## src/rtl/frame_pkg.sv

```systemverilog
// Shared frame definitions for the image tx/rx paths: sync bytes, header
// length, FSM state encoding and the header byte selector.
package frame_pkg;

  localparam logic [7:0]  FRAME_SYNC0 = 8'hA5;
  localparam logic [7:0]  FRAME_SYNC1 = 8'h5A;
  localparam int unsigned HDR_LEN     = 4;

  typedef enum logic [1:0] {
    ST_IDLE    = 2'd0,
    ST_HDR     = 2'd1,
    ST_PAYLOAD = 2'd2,
    ST_CKSUM   = 2'd3
  } frame_state_e;

  // Header layout: sync0, sync1, length high byte, length low byte.
  function automatic logic [7:0] hdr_byte(input logic [1:0]  idx,
                                          input logic [7:0]  s0,
                                          input logic [7:0]  s1,
                                          input logic [15:0] len);
    logic [7:0] b;
    case (idx)
      2'd0:    b = s0;
      2'd1:    b = s1;
      2'd2:    b = len[15:8];
      default: b = len[7:0];
    endcase
    return b;
  endfunction

endpackage

```

## src/rtl/tx_prefetch_fifo.sv

```systemverilog
// Two-entry, 8-bit synchronous FIFO holding BRAM bytes prefetched ahead of
// the tx stream. Flush has priority over push and pop.
module tx_prefetch_fifo (
  input  logic       sys_clk,
  input  logic       sys_rst_n,
  input  logic       push,
  input  logic [7:0] push_data,
  input  logic       pop,
  input  logic       flush,
  output logic [7:0] head,
  output logic [1:0] count
);

  logic [7:0] mem_q [2];
  logic [7:0] mem_d [2];
  logic       wr_ptr_q, wr_ptr_d;
  logic       rd_ptr_q, rd_ptr_d;
  logic [1:0] count_q, count_d;
  logic       do_push, do_pop;

  always_comb begin
    mem_d    = mem_q;
    wr_ptr_d = wr_ptr_q;
    rd_ptr_d = rd_ptr_q;
    count_d  = count_q;
    do_pop   = pop && (count_q != 2'd0);
    do_push  = push && ((count_q != 2'd2) || do_pop);
    if (flush) begin
      wr_ptr_d = 1'b0;
      rd_ptr_d = 1'b0;
      count_d  = 2'd0;
    end else begin
      if (do_push) begin
        mem_d[wr_ptr_q] = push_data;
        wr_ptr_d        = ~wr_ptr_q;
      end
      if (do_pop) begin
        rd_ptr_d = ~rd_ptr_q;
      end
      count_d = count_q + 2'(do_push) - 2'(do_pop);
    end
  end

  always_ff @(posedge sys_clk or negedge sys_rst_n) begin
    if (!sys_rst_n) begin
      mem_q    <= '{default: '0};
      wr_ptr_q <= 1'b0;
      rd_ptr_q <= 1'b0;
      count_q  <= '0;
    end else begin
      mem_q    <= mem_d;
      wr_ptr_q <= wr_ptr_d;
      rd_ptr_q <= rd_ptr_d;
      count_q  <= count_d;
    end
  end

  assign head  = mem_q[rd_ptr_q];
  assign count = count_q;

endmodule

```

## src/rtl/frame_tx_streamer.sv

```systemverilog
// Streams one image frame (header, BRAM payload, XOR checksum) out of the
// image BRAM over a byte-wide valid/ready interface toward the SPI tx side.
module frame_tx_streamer
  import frame_pkg::*;
#(
  parameter int unsigned ADDR_WIDTH  = 15,
  parameter int unsigned FRAME_BYTES = 32768,
  parameter logic [7:0]  SYNC0       = FRAME_SYNC0,
  parameter logic [7:0]  SYNC1       = FRAME_SYNC1
) (
  input  logic                  sys_clk,
  input  logic                  sys_rst_n,
  input  logic                  start,
  input  logic                  abort,
  output logic                  bram_rd_en,
  output logic [ADDR_WIDTH-1:0] bram_rd_addr,
  input  logic [7:0]            bram_rd_data,
  output logic [7:0]            tx_data,
  output logic                  tx_valid,
  input  logic                  tx_ready,
  output logic                  busy,
  output logic                  done,
  output logic                  aborted
);

  localparam int unsigned      CNT_W    = 17;
  localparam logic [CNT_W-1:0] N_BYTES  = CNT_W'(FRAME_BYTES);
  localparam logic [CNT_W-1:0] LAST_IDX = CNT_W'(FRAME_BYTES - 1);
  localparam logic [15:0]      LEN16    = 16'(FRAME_BYTES);

  frame_state_e     state_q, state_d;
  logic [1:0]       hdr_idx_q, hdr_idx_d;
  logic [CNT_W-1:0] rd_cnt_q, rd_cnt_d;
  logic [CNT_W-1:0] pay_cnt_q, pay_cnt_d;
  logic [7:0]       csum_q, csum_d;
  logic             rd_pend_q, rd_pend_d;
  logic             done_q, done_d;
  logic             aborted_q, aborted_d;

  logic       fifo_push, fifo_pop, fifo_flush;
  logic [7:0] fifo_head;
  logic [1:0] fifo_count;

  logic       active, kill, xfer, rd_room, rd_issue;
  logic       valid_c;
  logic [7:0] byte_c;

  tx_prefetch_fifo u_fifo (
    .sys_clk   (sys_clk),
    .sys_rst_n (sys_rst_n),
    .push      (fifo_push),
    .push_data (bram_rd_data),
    .pop       (fifo_pop),
    .flush     (fifo_flush),
    .head      (fifo_head),
    .count     (fifo_count)
  );

  always_comb begin
    valid_c = 1'b0;
    byte_c  = '0;
    case (state_q)
      ST_HDR: begin
        valid_c = 1'b1;
        byte_c  = hdr_byte(hdr_idx_q, SYNC0, SYNC1, LEN16);
      end
      ST_PAYLOAD: begin
        valid_c = (fifo_count != 2'd0);
        byte_c  = fifo_head;
      end
      ST_CKSUM: begin
        valid_c = 1'b1;
        byte_c  = csum_q;
      end
      default: ;
    endcase
  end

  assign active    = (state_q != ST_IDLE);
  assign kill      = active && abort;
  assign xfer      = valid_c && tx_ready;
  assign fifo_pop  = (state_q == ST_PAYLOAD) && xfer;
  // Returning data is dropped once the frame has left the active states.
  assign fifo_push = rd_pend_q && active;

  // Occupancy is counted after this cycle's pop so a pop and a refill read
  // can overlap; that keeps the payload gap-free at tx_ready=1.
  assign rd_room  = ({1'b0, fifo_count} + {2'b00, rd_pend_q}) < (3'd2 + {2'b00, fifo_pop});
  assign rd_issue = ((state_q == ST_HDR) || (state_q == ST_PAYLOAD)) && !abort &&
                    (rd_cnt_q < N_BYTES) && rd_room;

  always_comb begin
    state_d    = state_q;
    hdr_idx_d  = hdr_idx_q;
    rd_cnt_d   = rd_cnt_q + CNT_W'(rd_issue);
    pay_cnt_d  = pay_cnt_q;
    csum_d     = csum_q;
    rd_pend_d  = rd_issue;
    done_d     = 1'b0;
    aborted_d  = 1'b0;
    fifo_flush = 1'b0;
    case (state_q)
      ST_IDLE: begin
        if (start && !abort) begin
          state_d   = ST_HDR;
          hdr_idx_d = '0;
          csum_d    = '0;
          rd_cnt_d  = '0;
          pay_cnt_d = '0;
        end
      end
      ST_HDR: begin
        if (xfer) begin
          hdr_idx_d = hdr_idx_q + 2'd1;
          if (hdr_idx_q == 2'(HDR_LEN - 1)) state_d = ST_PAYLOAD;
        end
      end
      ST_PAYLOAD: begin
        if (xfer) begin
          csum_d    = csum_q ^ fifo_head;
          pay_cnt_d = pay_cnt_q + 1'b1;
          if (pay_cnt_q == LAST_IDX) state_d = ST_CKSUM;
        end
      end
      ST_CKSUM: begin
        if (xfer) begin
          state_d = ST_IDLE;
          done_d  = 1'b1;
        end
      end
      default: state_d = ST_IDLE;
    endcase
    if (kill) begin
      state_d    = ST_IDLE;
      done_d     = 1'b0;
      aborted_d  = 1'b1;
      fifo_flush = 1'b1;
    end
  end

  always_ff @(posedge sys_clk or negedge sys_rst_n) begin
    if (!sys_rst_n) begin
      state_q   <= ST_IDLE;
      hdr_idx_q <= '0;
      rd_cnt_q  <= '0;
      pay_cnt_q <= '0;
      csum_q    <= '0;
      rd_pend_q <= 1'b0;
      done_q    <= 1'b0;
      aborted_q <= 1'b0;
    end else begin
      state_q   <= state_d;
      hdr_idx_q <= hdr_idx_d;
      rd_cnt_q  <= rd_cnt_d;
      pay_cnt_q <= pay_cnt_d;
      csum_q    <= csum_d;
      rd_pend_q <= rd_pend_d;
      done_q    <= done_d;
      aborted_q <= aborted_d;
    end
  end

  assign tx_valid     = valid_c;
  assign tx_data      = valid_c ? byte_c : '0;
  assign bram_rd_en   = rd_issue;
  assign bram_rd_addr = ADDR_WIDTH'(rd_cnt_q);
  // busy rises combinationally in the cycle an accepted start is sampled.
  assign busy         = active || (start && !abort);
  assign done         = done_q;
  assign aborted      = aborted_q;

endmodule

```

## config.mk

```make
export PLATFORM = sky130hd
export DESIGN_NAME = frame_tx_streamer
export DESIGN_NICKNAME = d
export VERILOG_FILES = /design/src/rtl/frame_pkg.sv /design/src/rtl/tx_prefetch_fifo.sv /design/src/rtl/frame_tx_streamer.sv
export SDC_FILE = /design/constraint.sdc
export NUM_CORES = 1
export LEC_CHECK = 0
export CAP_MARGIN = 20
export CORE_MARGIN = 2
export CORE_UTILIZATION = 30
export CTS_CLUSTER_DIAMETER = 100
export DETAILED_ROUTE_END_ITERATION = 10
export SKIP_CTS_REPAIR_TIMING = 1
export SLEW_MARGIN = 20
export SYNTH_ARGS = -nofsm -noshare
export SYNTH_HDL_FRONTEND = slang
export SYNTH_SLANG_ARGS = --single-unit
export TNS_END_PERCENT = 20
```

## constraint.sdc

```tcl
create_clock -name sys_clk -period 7.8 [get_ports sys_clk]
set_input_delay 2.34 -clock sys_clk [delete_from_list [all_inputs] [get_ports sys_clk]]
set_output_delay 2.34 -clock sys_clk [all_outputs]
set_load 0.02 [all_outputs]
```

Word-level counts from Yosys, hierarchy flattened
Cells that the tools add are included.

storage, ports and cells
  input port bits = 13
  register bits = 69
  output and inout port bits = 28
  word-level logic and storage cells = 114

cells by class
  $add $sub $neg = 7
  reduce and logical (&&, ||, !) cells = 28
  multiplexer cells = 38
  $lt $le $gt $ge = 5
  equality and inequality tests = 17
  bitwise operators = 6

operator list
  kind                     number
  $mux W17                 4
  $mux W8                  7
  $pmux W8 S3              2
  $pmux W17 S2             1
  $mux W2                  10
  $add A17 B1 Y17          1
  $add A17 B1 Y17 const B  1
  $eq A17 B15 Y1 const B   1
  $lt A17 B16 Y1 const B   1
  $bwmux W16               1
  $pmux W8 S2              1
  $ne A3 B3 Y1 const B     4
  $reduce_bool A2 Y1       6
  $logic_and A1 B1 Y1      11
  $demux W8 S1             1
  $eq A2 B2 Y1 const B     4
  $mux W1                  8
  $ne A2 B2 Y1 const B     4
  $pmux W2 S4              1
  $xor A8 B8 Y8            1
  $ne A3 B2 Y1 const B     2
  $reduce_and A3 Y1        2
  $reduce_and A6 Y1        1
  $eq A2 B1 Y1 const B     2
  other kinds (17)         24

Logic depth before layout (Yosys ltp)
  word-level depth = 11
  depth in mapped cells = 15
  depth with buffers taken out = 14

Hierarchy
Synthesis repeated with hierarchy kept, for this count alone.

second synthesis, totals
  cells, all modules = 357
  area, all modules = 3713.6 µm²

by module, submodules not included
  module             area each (µm²)  sequential area each (µm²)  instances  cells each
  frame_tx_streamer  2765.2           1226.2                      1          293
  tx_prefetch_fifo   948.4            500.5                       1          64

Worst setup path after synthesis
OpenSTA, ideal clock, no wires.

  path kind = input port to output port
  start point = input tx_ready
  end point = output bram_rd_en
  buffers on the path = 0
  required time = 5.460 ns
  data arrival time = 3.260 ns
  setup slack = 2.200 ns
  stages on the path = 5
  cells stage by stage = nor2b_1 nor2b_1 nand2_1 o21ai_0 and3_1

between the ends
  cells in the longest elaborated chain, start to end = 5

RTL lines
  item                 RTL line                 RTL
  start, declared      frame_tx_streamer.sv:20  input logic tx_ready,
  $logic_and A1 B1 Y1  frame_tx_streamer.sv:81  assign xfer = valid_c && tx_ready;
  $logic_and A1 B1 Y1  frame_tx_streamer.sv:82  assign fifo_pop = (state_q == ST_PAYLOAD) && xfer;
  $add A2 B1 Y3        frame_tx_streamer.sv:88  assign rd_room = ({1'b0, fifo_count} + {2'b00, rd_pend_q}) < (3'd2 + {2'b00, fifo_pop});
  $lt A3 B3 Y1         frame_tx_streamer.sv:88
  $logic_and A1 B1 Y1  frame_tx_streamer.sv:90  (rd_cnt_q < N_BYTES) && rd_room;
  end, declared        frame_tx_streamer.sv:15  output logic bram_rd_en,

Every way passes these cells.

Worst setup path in the final report
Ends and elaborated chain as after synthesis.

==> impl_metrics.env <==
export IMPL_post_route_period_util_pct=88.0
export IMPL_netlist_area_leader_share_pct=46.8
export IMPL_grt_pass1_vias=2737
export IMPL_wl_per_cell_um=14.4
export IMPL_drive_above_1_share_pct=9.16
export IMPL_grt_max_degree=70
export IMPL_stdcell_count=540
export IMPL_grt_pass1_wl_mm=13.4
export IMPL_min_delay_start="u_fifo.mem_q[11]$_DFFE_PN0P_"
export IMPL_fp_dieW_um=115
export IMPL_reg2reg_slack_ps=4380
export IMPL_pin_count=41
export IMPL_cts_max_path_buffers=2
export IMPL_r2r_end="rd_cnt_q[12]$_DFF_PN0_"
export IMPL_startpoint_type="input port"
export IMPL_core_mm2=0.0120
export IMPL_num_rows=40
export IMPL_yosysWarnings=0
export IMPL_drt_iter0_drc=185
export IMPL_layout_commonest_cell="dfrtp_1"
export IMPL_cts_root_buffer="clkbuf_16"
export IMPL_die_area_mm2=0.0132
export IMPL_diodes=0
export IMPL_rsz0062_at_grt="no"
export IMPL_worstPathMaxFanout=5
export IMPL_drtPass1Iterations=4
export IMPL_min_period_ps=6860
export IMPL_ant_nets=0
export IMPL_slowest_delay_ps=630
export IMPL_dpl_cell_count=527
export IMPL_cts_max_level=3
export IMPL_gp_congestion=0.801
export IMPL_crit_type="in -> out"
export IMPL_syn_area_per_cell_um2=10.1
export IMPL_hold_violations=0
export IMPL_start_util_pct=30.7
export IMPL_mostFrequentLayoutCells="dfrtp_1, nor2_1, clkdlybuf4s50_1, o21ai_0, xor2_1"
export IMPL_syn_area_mm2=0.00369
export IMPL_postPlaceCellArea_mm2=0.00412
export IMPL_cp_cell_sequence="clkdlybuf4s50_1, nor2b_1, nor2b_1, nand2_1, o21ai_0, and3_1, clkdlybuf4s50_1"
export IMPL_r2r_start="state_q[1]$_DFFE_PN0P_"
export IMPL_drc_errors=0
export IMPL_dr_total_vias=2701
export IMPL_stdcell_area_mm2=0.00440
export IMPL_status="complete, no violations"
export IMPL_crit_start="tx_ready"
export IMPL_clk_pin_slew_worst_paths_ps=50
export IMPL_wl_mm=7.80
export IMPL_yosys_top_cells_area="dfrtp_1, xor2_1, ha_1, mux2_2, nor2_1"
export IMPL_p_per_area_mw_per_mm2=331
export IMPL_synth_top_cell_by_area="dfrtp_1"
export IMPL_hold_class="reg -> reg"
export IMPL_worst_pin_slew_ps=992
export IMPL_cts_sinks=69
export IMPL_die_h_um=115
export IMPL_io_buffers=40
export IMPL_arrival_ps=4520
export IMPL_finalSetupViolCount=0
export IMPL_p_leak_nw=1.92
export IMPL_max_freq_ghz=0.146
export IMPL_required_ps=5460
export IMPL_cts_buffers=9
export IMPL_slew_headroom_pct=33.8
export IMPL_critical_path_slowest_cell="clkdlybuf4s50_1"
export IMPL_yosys_cell_types_count=45
export IMPL_track_usage_pct=12.8
export IMPL_vdd_drop_max_mv=0.171
export IMPL_fin_nets=420
export IMPL_max_cap_viol_count=0
export IMPL_viasPerCell=5.00
export IMPL_cts_tree="done"
export IMPL_synth_seq_cells=69
export IMPL_syn_inst=366
export IMPL_endpoint_kind="primary output"
export IMPL_grt_overflow_total=0
export IMPL_min_to="u_fifo.mem_q[11]$_DFFE_PN0P_"
export IMPL_antenna_found_initial=0
export IMPL_hpwlAfterDp_mm=5.32
export IMPL_ys_seq_area_share_pct=46.8
export IMPL_fin_worst_skew_ps=8.22
export IMPL_fin_tns_setup_ps=0
export IMPL_clk_latency_ps=330
export IMPL_synth_nets=395
export IMPL_whs_path_depth=1
export IMPL_reg2regPathDepth=14
export IMPL_slew_violations=0
export IMPL_syn2layout_area_growth_pct=19.2
-- through the flow --
stage	total power, mW	util, %	hold slack (ps)	setup WS [ps]
floorplan	0.905	-	480	2200
global placement	1.06	34.3	489	980
detailed placement	1.08	34.3	496	952
CTS	1.47	36.6	508	943
global route	1.56	36.6	522	766
finish	1.46	36.6	502	938
-- critical path: cells and delay by family --
kind | cells | cell delay, ps
and+or+nand+nor | 4 | 900
buffers and inverters | 2 | 1120
AOI/OAI and AO/OA | 1 | 140
-- cell usage after synthesis, drive strengths merged --
cell      n
a22oi     7
nor3      4
and3b     1
nand4bb   1
a31o      1
nor4      3
nor3b     2
and4      1
and2      4
a21oi    11
mux2i     8
mux2     16
inv      15
nand3b    2
nand4    10
o21a      1
o21ai    25
a311o     1
o211ai    1
a31oi     1
or3      10
o311ai    1
nand2b    3
clkbuf    8
a21o      2
o31ai     1
and3      4
xnor2     6
a32o      1
nor2b    10
dfrtp    69
o31a      1
o21bai    1
buf      19
nand2    18
o221ai    2
nor2     41
nand3    13
xor2     24
o41ai     1
ha       16
-- how the worst max path moves through the flow --
stage / cells after the start / endpoint / slack [ps]
after floorplan: 5 / bram_rd_en / 2200
after global placement: 7 / bram_rd_en / 980
after detailed placement: 7 / bram_rd_en / 950
after CTS: 7 / bram_rd_en / 940
after global routing: 7 / bram_rd_en / 770
final: 7 / bram_rd_en / 940
-- power breakdown --
part	total [mW]	switching (mW)	internal, mW
sequential	0.527	0.0704	0.456
clock	0.384	0.143	0.241
combinational	0.547	0.303	0.245
-- per-layer routing --
metal  GRT usage, %  vias to the layer above  share of wire, %
li1               -                     1305                 -
met1           17.1                     1333                47
met2           19.6                       57                46
met3           4.64                        6               5.7
met4           3.78                        0              0.85
met5              0                        -                 0
-- sequential cells by signal, indices dropped and copies added (netlist names) --
register and count:
state_q 2, aborted 1, u_fifo.wr_ptr_q 1, u_fifo.mem_q 16, pay_cnt_q 17, rd_pend_q 1
done 1, u_fifo.rd_ptr_q 1, u_fifo.count 2, hdr_idx_q 2, csum_q 8, rd_cnt_q 17
-- logic make-up (layout without fill, tap and decap cells) --
kind of cell	count (synthesis)	after routing	share of synthesized area, %
and+or+nand+nor	127	127	18.0
DFF	69	69	46.8
AOI/OAI and AO/OA	58	58	9.70
buffers and inverters	42	69	5.93
xor gates and xnor gates	30	30	7.12
muxes	24	24	7.05
adders and majority gates	16	16	5.43
-- layout make-up --
class / instances / area [µm²]
fillers: 1207 / 7610
multi-input cells: 255 / 1760
flip-flops and latches: 69 / 1730
repair buffers: 41 / 403
clock buffers: 10 / 229
well taps: 147 / 184
inverters: 15 / 56.3
clock inverters: 3 / 40.0
Power figures use the tool's default switching activity.
